### src/rtl/interrupt_controller_pkg.sv
// Shared constants for the interrupt controller: request-vector bit indices
// and register-map offsets relative to IO_BASE.
package interrupt_controller_pkg;

  localparam int INT_IDX_CT  = 1;
  localparam int INT_IDX_SW  = 2;
  localparam int INT_IDX_K1  = 3;
  localparam int INT_IDX_K0  = 4;
  localparam int INT_IDX_SIO = 5;
  localparam int INT_IDX_PT  = 6;

  localparam logic [11:0] OFF_IT    = 12'h000;
  localparam logic [11:0] OFF_ISW   = 12'h001;
  localparam logic [11:0] OFF_IPT   = 12'h002;
  localparam logic [11:0] OFF_ISIO  = 12'h003;
  localparam logic [11:0] OFF_IK0   = 12'h004;
  localparam logic [11:0] OFF_IK1   = 12'h005;
  localparam logic [11:0] OFF_EIT   = 12'h010;
  localparam logic [11:0] OFF_EISW  = 12'h011;
  localparam logic [11:0] OFF_EIPT  = 12'h012;
  localparam logic [11:0] OFF_EISIO = 12'h013;
  localparam logic [11:0] OFF_EIK0  = 12'h014;
  localparam logic [11:0] OFF_EIK1  = 12'h015;
  localparam logic [11:0] OFF_KCP0  = 12'h016;

endpackage

### src/rtl/interrupt_k_port_detect.sv
// Input-port change detector: 2-flop synchronizer, clk_en-held previous sample,
// and per-pin enable/compare qualification into a single event.
module interrupt_k_port_detect #(
  parameter int WIDTH = 4
) (
  input  logic             clk,
  input  logic             reset_n,
  input  logic             clk_en_i,
  input  logic [WIDTH-1:0] pins_i,
  input  logic [WIDTH-1:0] enable_i,
  input  logic [WIDTH-1:0] compare_i,
  output logic             event_o
);

  logic [WIDTH-1:0] sync1_q, sync2_q, prev_q;

  // Pins idle high, so everything resets to ones to avoid a spurious edge.
  always_ff @(posedge clk) begin
    if (!reset_n) begin
      sync1_q <= '1;
      sync2_q <= '1;
      prev_q  <= '1;
    end else begin
      sync1_q <= pins_i;
      sync2_q <= sync1_q;
      if (clk_en_i) prev_q <= sync2_q;
    end
  end

  assign event_o = |(enable_i & (sync2_q ^ prev_q) & (sync2_q ^ compare_i));

endmodule

### src/rtl/interrupt_controller.sv
// Interrupt requester: factor flags (reset-on-read), mask registers and the
// registered 15-bit request vector scanned by the microcode sequencer.
module interrupt_controller
  import interrupt_controller_pkg::*;
#(
  parameter logic [11:0] IO_BASE = 12'hF00
) (
  input  logic        clk,
  input  logic        reset_n,
  input  logic        clk_en,
  input  logic [3:0]  clock_timer_event,
  input  logic [1:0]  stopwatch_event,
  input  logic        prog_timer_event,
  input  logic        serial_event,
  input  logic [3:0]  k0_in,
  input  logic        k1_in,
  input  logic [11:0] bus_addr,
  input  logic        bus_read_en,
  input  logic        bus_write_en,
  input  logic [3:0]  bus_data_in,
  output logic [3:0]  bus_data_out,
  output logic        bus_addr_hit,
  output logic [14:0] interrupt_req
);

  logic [3:0]  it_q, it_d, eit_q, eit_d, eik0_q, eik0_d, kcp0_q, kcp0_d;
  logic [1:0]  isw_q, isw_d, eisw_q, eisw_d;
  logic        ipt_q, ipt_d, isio_q, isio_d, ik0_q, ik0_d, ik1_q, ik1_d;
  logic        eipt_q, eipt_d, eisio_q, eisio_d, eik1_q, eik1_d;
  logic [14:0] irq_q, irq_d;
  logic [11:0] off;
  logic [3:0]  rdata;
  logic        hit, rd_fire, wr_fire, k0_event, k1_event;

  assign off = bus_addr - IO_BASE;

  always_comb begin
    hit   = 1'b1;
    rdata = '0;
    case (off)
      OFF_IT:    rdata = it_q;
      OFF_ISW:   rdata = {2'b00, isw_q};
      OFF_IPT:   rdata = {3'b000, ipt_q};
      OFF_ISIO:  rdata = {3'b000, isio_q};
      OFF_IK0:   rdata = {3'b000, ik0_q};
      OFF_IK1:   rdata = {3'b000, ik1_q};
      OFF_EIT:   rdata = eit_q;
      OFF_EISW:  rdata = {2'b00, eisw_q};
      OFF_EIPT:  rdata = {3'b000, eipt_q};
      OFF_EISIO: rdata = {3'b000, eisio_q};
      OFF_EIK0:  rdata = eik0_q;
      OFF_EIK1:  rdata = {3'b000, eik1_q};
      OFF_KCP0:  rdata = kcp0_q;
      default:   hit   = 1'b0;
    endcase
  end

  assign bus_addr_hit  = hit;
  assign bus_data_out  = rdata;
  assign interrupt_req = irq_q;

  // Bus strobes are single-cycle qualifiers: a read or write acts only on a clk_en edge with an address hit.
  assign rd_fire = clk_en & bus_read_en & hit;
  assign wr_fire = clk_en & bus_write_en & hit;

  interrupt_k_port_detect #(.WIDTH(4)) u_k0 (
    .clk(clk), .reset_n(reset_n), .clk_en_i(clk_en), .pins_i(k0_in),
    .enable_i(eik0_q), .compare_i(kcp0_q), .event_o(k0_event)
  );

  // Comparing against 1 means only a change to 0 counts: a falling edge.
  interrupt_k_port_detect #(.WIDTH(1)) u_k1 (
    .clk(clk), .reset_n(reset_n), .clk_en_i(clk_en), .pins_i(k1_in),
    .enable_i(eik1_q), .compare_i(1'b1), .event_o(k1_event)
  );

  always_comb begin
    it_d = it_q;     isw_d = isw_q;   ipt_d = ipt_q;     isio_d = isio_q;
    ik0_d = ik0_q;   ik1_d = ik1_q;   eit_d = eit_q;     eisw_d = eisw_q;
    eipt_d = eipt_q; eisio_d = eisio_q; eik0_d = eik0_q; eik1_d = eik1_q;
    kcp0_d = kcp0_q;
    if (rd_fire) begin
      case (off)
        OFF_IT:   it_d   = '0;
        OFF_ISW:  isw_d  = '0;
        OFF_IPT:  ipt_d  = 1'b0;
        OFF_ISIO: isio_d = 1'b0;
        OFF_IK0:  ik0_d  = 1'b0;
        OFF_IK1:  ik1_d  = 1'b0;
        default:  ;
      endcase
    end
    // New events are OR-ed after the clear so a same-cycle event survives the read.
    it_d   = it_d | clock_timer_event;
    isw_d  = isw_d | stopwatch_event;
    ipt_d  = ipt_d | prog_timer_event;
    isio_d = isio_d | serial_event;
    ik0_d  = ik0_d | k0_event;
    ik1_d  = ik1_d | k1_event;
    if (wr_fire) begin
      case (off)
        OFF_EIT:   eit_d   = bus_data_in;
        OFF_EISW:  eisw_d  = bus_data_in[1:0];
        OFF_EIPT:  eipt_d  = bus_data_in[0];
        OFF_EISIO: eisio_d = bus_data_in[0];
        OFF_EIK0:  eik0_d  = bus_data_in;
        OFF_EIK1:  eik1_d  = bus_data_in[0];
        OFF_KCP0:  kcp0_d  = bus_data_in;
        default:   ;
      endcase
    end
    // Built from next-state values so the request tracks flags/masks at the same edge.
    irq_d              = '0;
    irq_d[INT_IDX_CT]  = |(it_d & eit_d);
    irq_d[INT_IDX_SW]  = |(isw_d & eisw_d);
    irq_d[INT_IDX_PT]  = ipt_d & eipt_d;
    irq_d[INT_IDX_SIO] = isio_d & eisio_d;
    irq_d[INT_IDX_K0]  = ik0_d;
    irq_d[INT_IDX_K1]  = ik1_d;
  end

  always_ff @(posedge clk) begin
    if (!reset_n) begin
      it_q <= '0;    isw_q <= '0;   ipt_q <= 1'b0;   isio_q <= 1'b0;
      ik0_q <= 1'b0; ik1_q <= 1'b0; eit_q <= '0;     eisw_q <= '0;
      eipt_q <= 1'b0; eisio_q <= 1'b0; eik0_q <= '0; eik1_q <= 1'b0;
      kcp0_q <= '0;  irq_q <= '0;
    end else if (clk_en) begin
      it_q <= it_d;     isw_q <= isw_d;   ipt_q <= ipt_d;     isio_q <= isio_d;
      ik0_q <= ik0_d;   ik1_q <= ik1_d;   eit_q <= eit_d;     eisw_q <= eisw_d;
      eipt_q <= eipt_d; eisio_q <= eisio_d; eik0_q <= eik0_d; eik1_q <= eik1_d;
      kcp0_q <= kcp0_d; irq_q <= irq_d;
    end
  end

endmodule

### config.mk
export PLATFORM = sky130hd
export DESIGN_NAME = interrupt_controller
export DESIGN_NICKNAME = d
export VERILOG_FILES = /design/src/rtl/interrupt_controller_pkg.sv /design/src/rtl/interrupt_k_port_detect.sv /design/src/rtl/interrupt_controller.sv
export SDC_FILE = /design/constraint.sdc
export NUM_CORES = 1
export LEC_CHECK = 0
export BUFFER_PORTS_ARGS = -buffer_cell sky130_fd_sc_hd__buf_2
export CAP_MARGIN = 30
export CORE_ASPECT_RATIO = 1.2
export CORE_MARGIN = 2
export CORE_UTILIZATION = 50
export DETAILED_ROUTE_END_ITERATION = 7
export PLACE_DENSITY = 0.74
export SYNTH_ARGS = -nofsm -noshare
export SYNTH_HDL_FRONTEND = slang
export SYNTH_SLANG_ARGS = --single-unit
### constraint.sdc
create_clock -name clk -period 3.3 [get_ports clk]
set_input_delay 0.66 -clock clk [delete_from_list [all_inputs] [get_ports clk]]
set_output_delay 0.66 -clock clk [all_outputs]
set_load 0.05 [all_outputs]
Word-level counts from Yosys, hierarchy flattened --
Index checks and enable logic that the tools add are counted.
Word-level totals: logic and storage cells 85, memories kept 0, bits of input ports 34, memory bits (writable) 0, bits in read-only memories 0, register bits 48, bits in latches 0, output and inout bits 20
Cells by class: order comparisons 0, add/subtract/negate cells 1, equal/unequal tests 12, reductions and logical operators 8, multipliers 0, bitwise operators 22, div/mod/pow operators 0, muxes and demuxes 22, shift-type cells 0
Operator list (count):
- $eq A12 B5 Y1 const B | 7
- $pmux W4 S13 | 1
- $eq A12 B2 Y1 const B | 2
- $eq A12 B3 Y1 const B | 2
- $mux W4 | 4
- $mux W1 | 13
- $reduce_or A13 Y1 | 1
- $and A4 B4 Y4 | 3
- $eq A12 B1 Y1 const B | 1
- $logic_not A12 Y1 | 1
- $sub A12 B12 Y12 const B | 1
- $reduce_and A3 Y1 | 3
- $and A1 B1 Y1 | 8
- $mux W2 | 4
- $reduce_or A4 Y1 | 2
- $xor A4 B4 Y4 | 2
- $or A1 B1 Y1 | 4
- $or A4 B4 Y4 | 1
- $and A2 B2 Y2 | 1
- $or A2 B2 Y2 | 1
- $reduce_or A2 Y1 | 1
- $not A1 Y1 | 1
- $xor A1 B1 Y1 | 1

Logic depth before layout (Yosys ltp) --
depth after elaboration 9, gate-level depth with buffers 7, depth with buffers taken out 5

Modules after synthesis --
A second synthesis with hierarchy kept.
Second synthesis, totals: cell total of the unflattened synthesis 254, area total of the unflattened synthesis 2349.8 sq um
Modules (own cells, without submodules):
- interrupt_controller | instances 1, cells an instance 201, area an instance 1793.0 sq um, sequential area each 620.6 sq um
- interrupt_k_port_detect (u_k0) | instances 1, cells an instance 43, area an instance 446.7 sq um, sequential area each 240.2 sq um
- interrupt_k_port_detect (u_k1) | instances 1, cells an instance 10, area an instance 110.1 sq um, sequential area each 60.1 sq um

Worst setup path before layout --
Ideal clock, no wire load.
kind input-to-output, from in bus_addr[5], to out bus_data_out[2], required time 2.640 ns, stages on the path 6, arrival time 2.453 ns, path slack 0.187 ns, buffers on the path 2, path through or3_4 > buf_6 > or3_1 > buf_6 > nor3_1 > a221o_1
On the way: longest elaborated chain between the ends 3, elaborated cells between the ends (all ways) 15, those cells by class add/sub (1); eq/ne (12); mux (1); reduce/logical (1)
RTL lines:
- from (decl) | line interrupt_controller.sv:17 | input logic [11:0] bus_addr,
- $sub A12 B12 Y12 (*) | line interrupt_controller.sv:35 | assign off = bus_addr - IO_BASE;
- $eq A12 B5 Y1 (tied with other cells) | line interrupt_controller.sv:40 | case (off)
- $pmux W4 S13 (*) | line interrupt_controller.sv:40
- to (decl) | line interrupt_controller.sv:21 | output logic [3:0] bus_data_out,
Every way passes the cells marked *; elsewhere a longest branch is shown, timed or not.

Final worst setup path --
from in bus_addr[5], to out bus_data_out[3]
The elaborated chain is that of the path after synthesis.

==> impl_metrics.env <==
export IMPL_status="finished clean"
export IMPL_synth_top_cell_area_share=0.397
export IMPL_cts_root_buffer="clkbuf_8"
export IMPL_reg2reg_depth=5
export IMPL_p_sw_frac=0.255
export IMPL_io_buffers=44
export IMPL_dieArea_sq_um=5210
export IMPL_synth_top_area_cell="dfxtp_1"
export IMPL_ys_types=45
export IMPL_ff2ff_setup_slack_ns=2.03
export IMPL_via_per_inst=5.63
export IMPL_synth_edff_count=0
export IMPL_worstPathArrival_ns=2.47
export IMPL_worst_pin_slew_ns=0.571
export IMPL_design_area_sq_um=2660
export IMPL_power_total_w=0.00102
export IMPL_hold_violations=0
export IMPL_async_flop_share=0
export IMPL_fp_coreArea_sq_um=4530
export IMPL_routedLengthMet1_mm=2.26
export IMPL_crit_path_start_kind="primary input"
export IMPL_rr_endpoint="interrupt_req[4]"
export IMPL_hpwlAfterDp_mm=3.75
export IMPL_skew_ns=0.00529
export IMPL_setup_viol=0
export IMPL_cts_resized=0
export IMPL_synth_top_cells_by_area="dfxtp_1 40%, mux2i_1 10%, nor2_1 4.2%"
export IMPL_grt_pass1_wl_mm=8.50
export IMPL_start_util=0.513
export IMPL_required_ns=2.64
export IMPL_crit_fanout=5
export IMPL_fin_crit_sh=0.949
export IMPL_num_vias=1998
export IMPL_ys_flop_type="dfxtp_1"
export IMPL_antenna_found_initial=0
export IMPL_comb_power_share=0.128
export IMPL_mostFrequentLayoutCell="dfxtp_1"
export IMPL_maxCapViolations=0
export IMPL_wl_per_cell_um=14.4
export IMPL_avgSynthCellArea_sq_um=9.22
export IMPL_grt_max_degree=31
export IMPL_drive_gt1_frac=0.239
export IMPL_die_w_um=66.2
export IMPL_wl_met3_um=348
export IMPL_hp_class="flip-flop to flip-flop"
export IMPL_fmax_ghz=0.319
export IMPL_grt_usage=0.209
export IMPL_yosys_warnings=0
export IMPL_regToRegStartpoint="u_k0.sync2_q[2]"
export IMPL_nets=331
export IMPL_insertedDiodeCount=0
export IMPL_min_period_ns=3.13
export IMPL_die_h_um=78.7
export IMPL_final_util=0.587
export IMPL_pwr_share_clk=0.306
export IMPL_dpl_cell_count=348
export IMPL_drcViolationCount=0
export IMPL_placementRows=27
export IMPL_wirelength_mm=5.13
export IMPL_yosysSeqAreaShare=0.397
export IMPL_power_density_nw_per_um2=384
export IMPL_cts_made_buffers=5
export IMPL_detail_route_antenna_nets=0
export IMPL_post_cts_repair_setup_buffers=0
export IMPL_clkTransAtPathRegs_ns=0.07
export IMPL_rsz0062_at_grt="false"
export IMPL_p_int_w=0.000761
export IMPL_final_cells=355
export IMPL_dr_max_layer_used="met4"
export IMPL_crit_type="primary input to output port"
export IMPL_leakage_nw=1.08
export IMPL_ctsHoldBuffers=0
export IMPL_synth_area_sq_um=2320
export IMPL_tns_ns=0
export IMPL_end_kind="output port"
export IMPL_timing_slew_headroom=0.616
export IMPL_cts_tree="done"
export IMPL_grt_pass1_vias=1820
export IMPL_clk_insertion_delay_late_ns=0.29
export IMPL_crit_path_end="bus_data_out[3]"
export IMPL_met2_length_mm=2.45
export IMPL_p_sw_w=0.000260
export IMPL_dr_pass1_iters=5
export IMPL_grt_overflow=0
export IMPL_ys_seq_elements=46
export IMPL_ir_worst_vdd_uv=262
export IMPL_gp_congestion=0.866
export IMPL_nFillCells=436
export IMPL_place_area_sq_um=2580
export IMPL_layout_common_cells="46 x dfxtp_1, 44 x buf_2, 26 x nor2_1, 24 x mux2i_1, 18 x nand2_1"
export IMPL_cts_path_max_buffers=2
export IMPL_synthCells=252
export IMPL_cts_htree_levels=2
export IMPL_startpoint="bus_addr[5]"
export IMPL_dr_first_iter_drc_count=131
export IMPL_area_delta_synth_final_pct=14.4
export IMPL_cts_num_sinks=46
export IMPL_drv_slew=0
export IMPL_ios=54
export IMPL_seq_power_share=0.566
[flip-flops by register name, indices dropped and copies added, names as in the netlist, 2 cells and up]
name           cells
interrupt_req      6
eik0_q             4
eit_q              4
it_q               4
kcp0_q             4
u_k0.prev_q        4
u_k0.sync1_q       4
u_k0.sync2_q       4
eisw_q             2
isw_q              2
[cell usage after synthesis, types with 2 or more instances]
cell type and instances:
mux2_2 2, nor3_1 6, a221o_1 4, nand2b_1 13, a21oi_1 12, o22a_1 2, buf_4 11, or3_1 2
nand4_1 6, nor4_4 4, nor2_1 26, nand2_1 18, a31oi_1 3, buf_6 2, dfxtp_1 46, a211oi_1 3
nand4b_1 3, buf_1 2, nor3b_1 5, nand3b_1 4, a22oi_1 5, and3b_1 4, clkbuf_1 10, mux2i_1 24
o21ai_0 10, o31ai_1 3, nand3_1 4
[worst max-delay path, cell delays in order]
cell     delay [ns]
buf_2          0.09
or3_4          0.37
or3_1          0.46
nor3_1         0.31
buf_4          0.18
a221o_1        0.14
buf_2          0.26
[through the flow]
step / setup slack, ns / hold WS, ns
6_report: 0.167 / 0.412
3_5_place_dp: 0.170 / 0.397
5_1_grt: 0.00432 / 0.432
3_3_place_gp: 0.199 / 0.389
4_1_cts: 0.167 / 0.415
2_1_floorplan: 0.187 / 0.386
[cell type report]
| type | instances | area, sq um | area share |
|---|---|---|---|
| clock buffer | 7 | 76.3 | 0.0287 |
| timing repair buffer | 56 | 310 | 0.117 |
| multi-input combinational | 187 | 1270 | 0.479 |
| tap | 58 | 72.6 | 0.0273 |
| inverter | 1 | 3.75 | 0.00141 |
| sequential | 46 | 921 | 0.347 |
[routing by layer]
metal / track usage / up-vias
li1: - / 993
met1: 0.271 / 931
met2: 0.351 / 68
met3: 0.0444 / 6
met4: 0.0531 / 0
met5: 0 / -
[power by group through the flow]
stage	combinational [W]	clock, W	sequential [W]
3_3_place_gp	0.000128	0	0.000590
5_1_grt	0.000142	0.000345	0.000580
3_5_place_dp	0.000130	0	0.000591
4_1_cts	0.000130	0.000323	0.000578
2_1_floorplan	0.0000949	0	0.000590
6_report	0.000131	0.000312	0.000578
[cells by family after synthesis]
family          synth area share
buf+inv                   0.0684
flops                      0.397
mux                        0.123
simple gates               0.266
compound gates             0.144
other cells              0.00161
[worst min path at each step]
| stage | start | endpoint | slack (ns) | cells past startpoint |
|---|---|---|---|---|
| 2_1_floorplan | u_k0.sync1_q[0] | u_k0.sync2_q[0] | 0.39 | 1 |
| 3_3_place_gp | u_k0.sync1_q[0] | u_k0.sync2_q[0] | 0.39 | 1 |
| 3_5_place_dp | u_k0.sync1_q[0] | u_k0.sync2_q[0] | 0.40 | 1 |
| 4_1_cts | u_k0.sync1_q[0] | u_k0.sync2_q[0] | 0.42 | 1 |
| 5_1_grt | u_k0.sync1_q[0] | u_k0.sync2_q[0] | 0.43 | 1 |
| 6_report | u_k0.sync1_q[0] | u_k0.sync2_q[0] | 0.41 | 1 |
(Power assumes the default switching activity.)
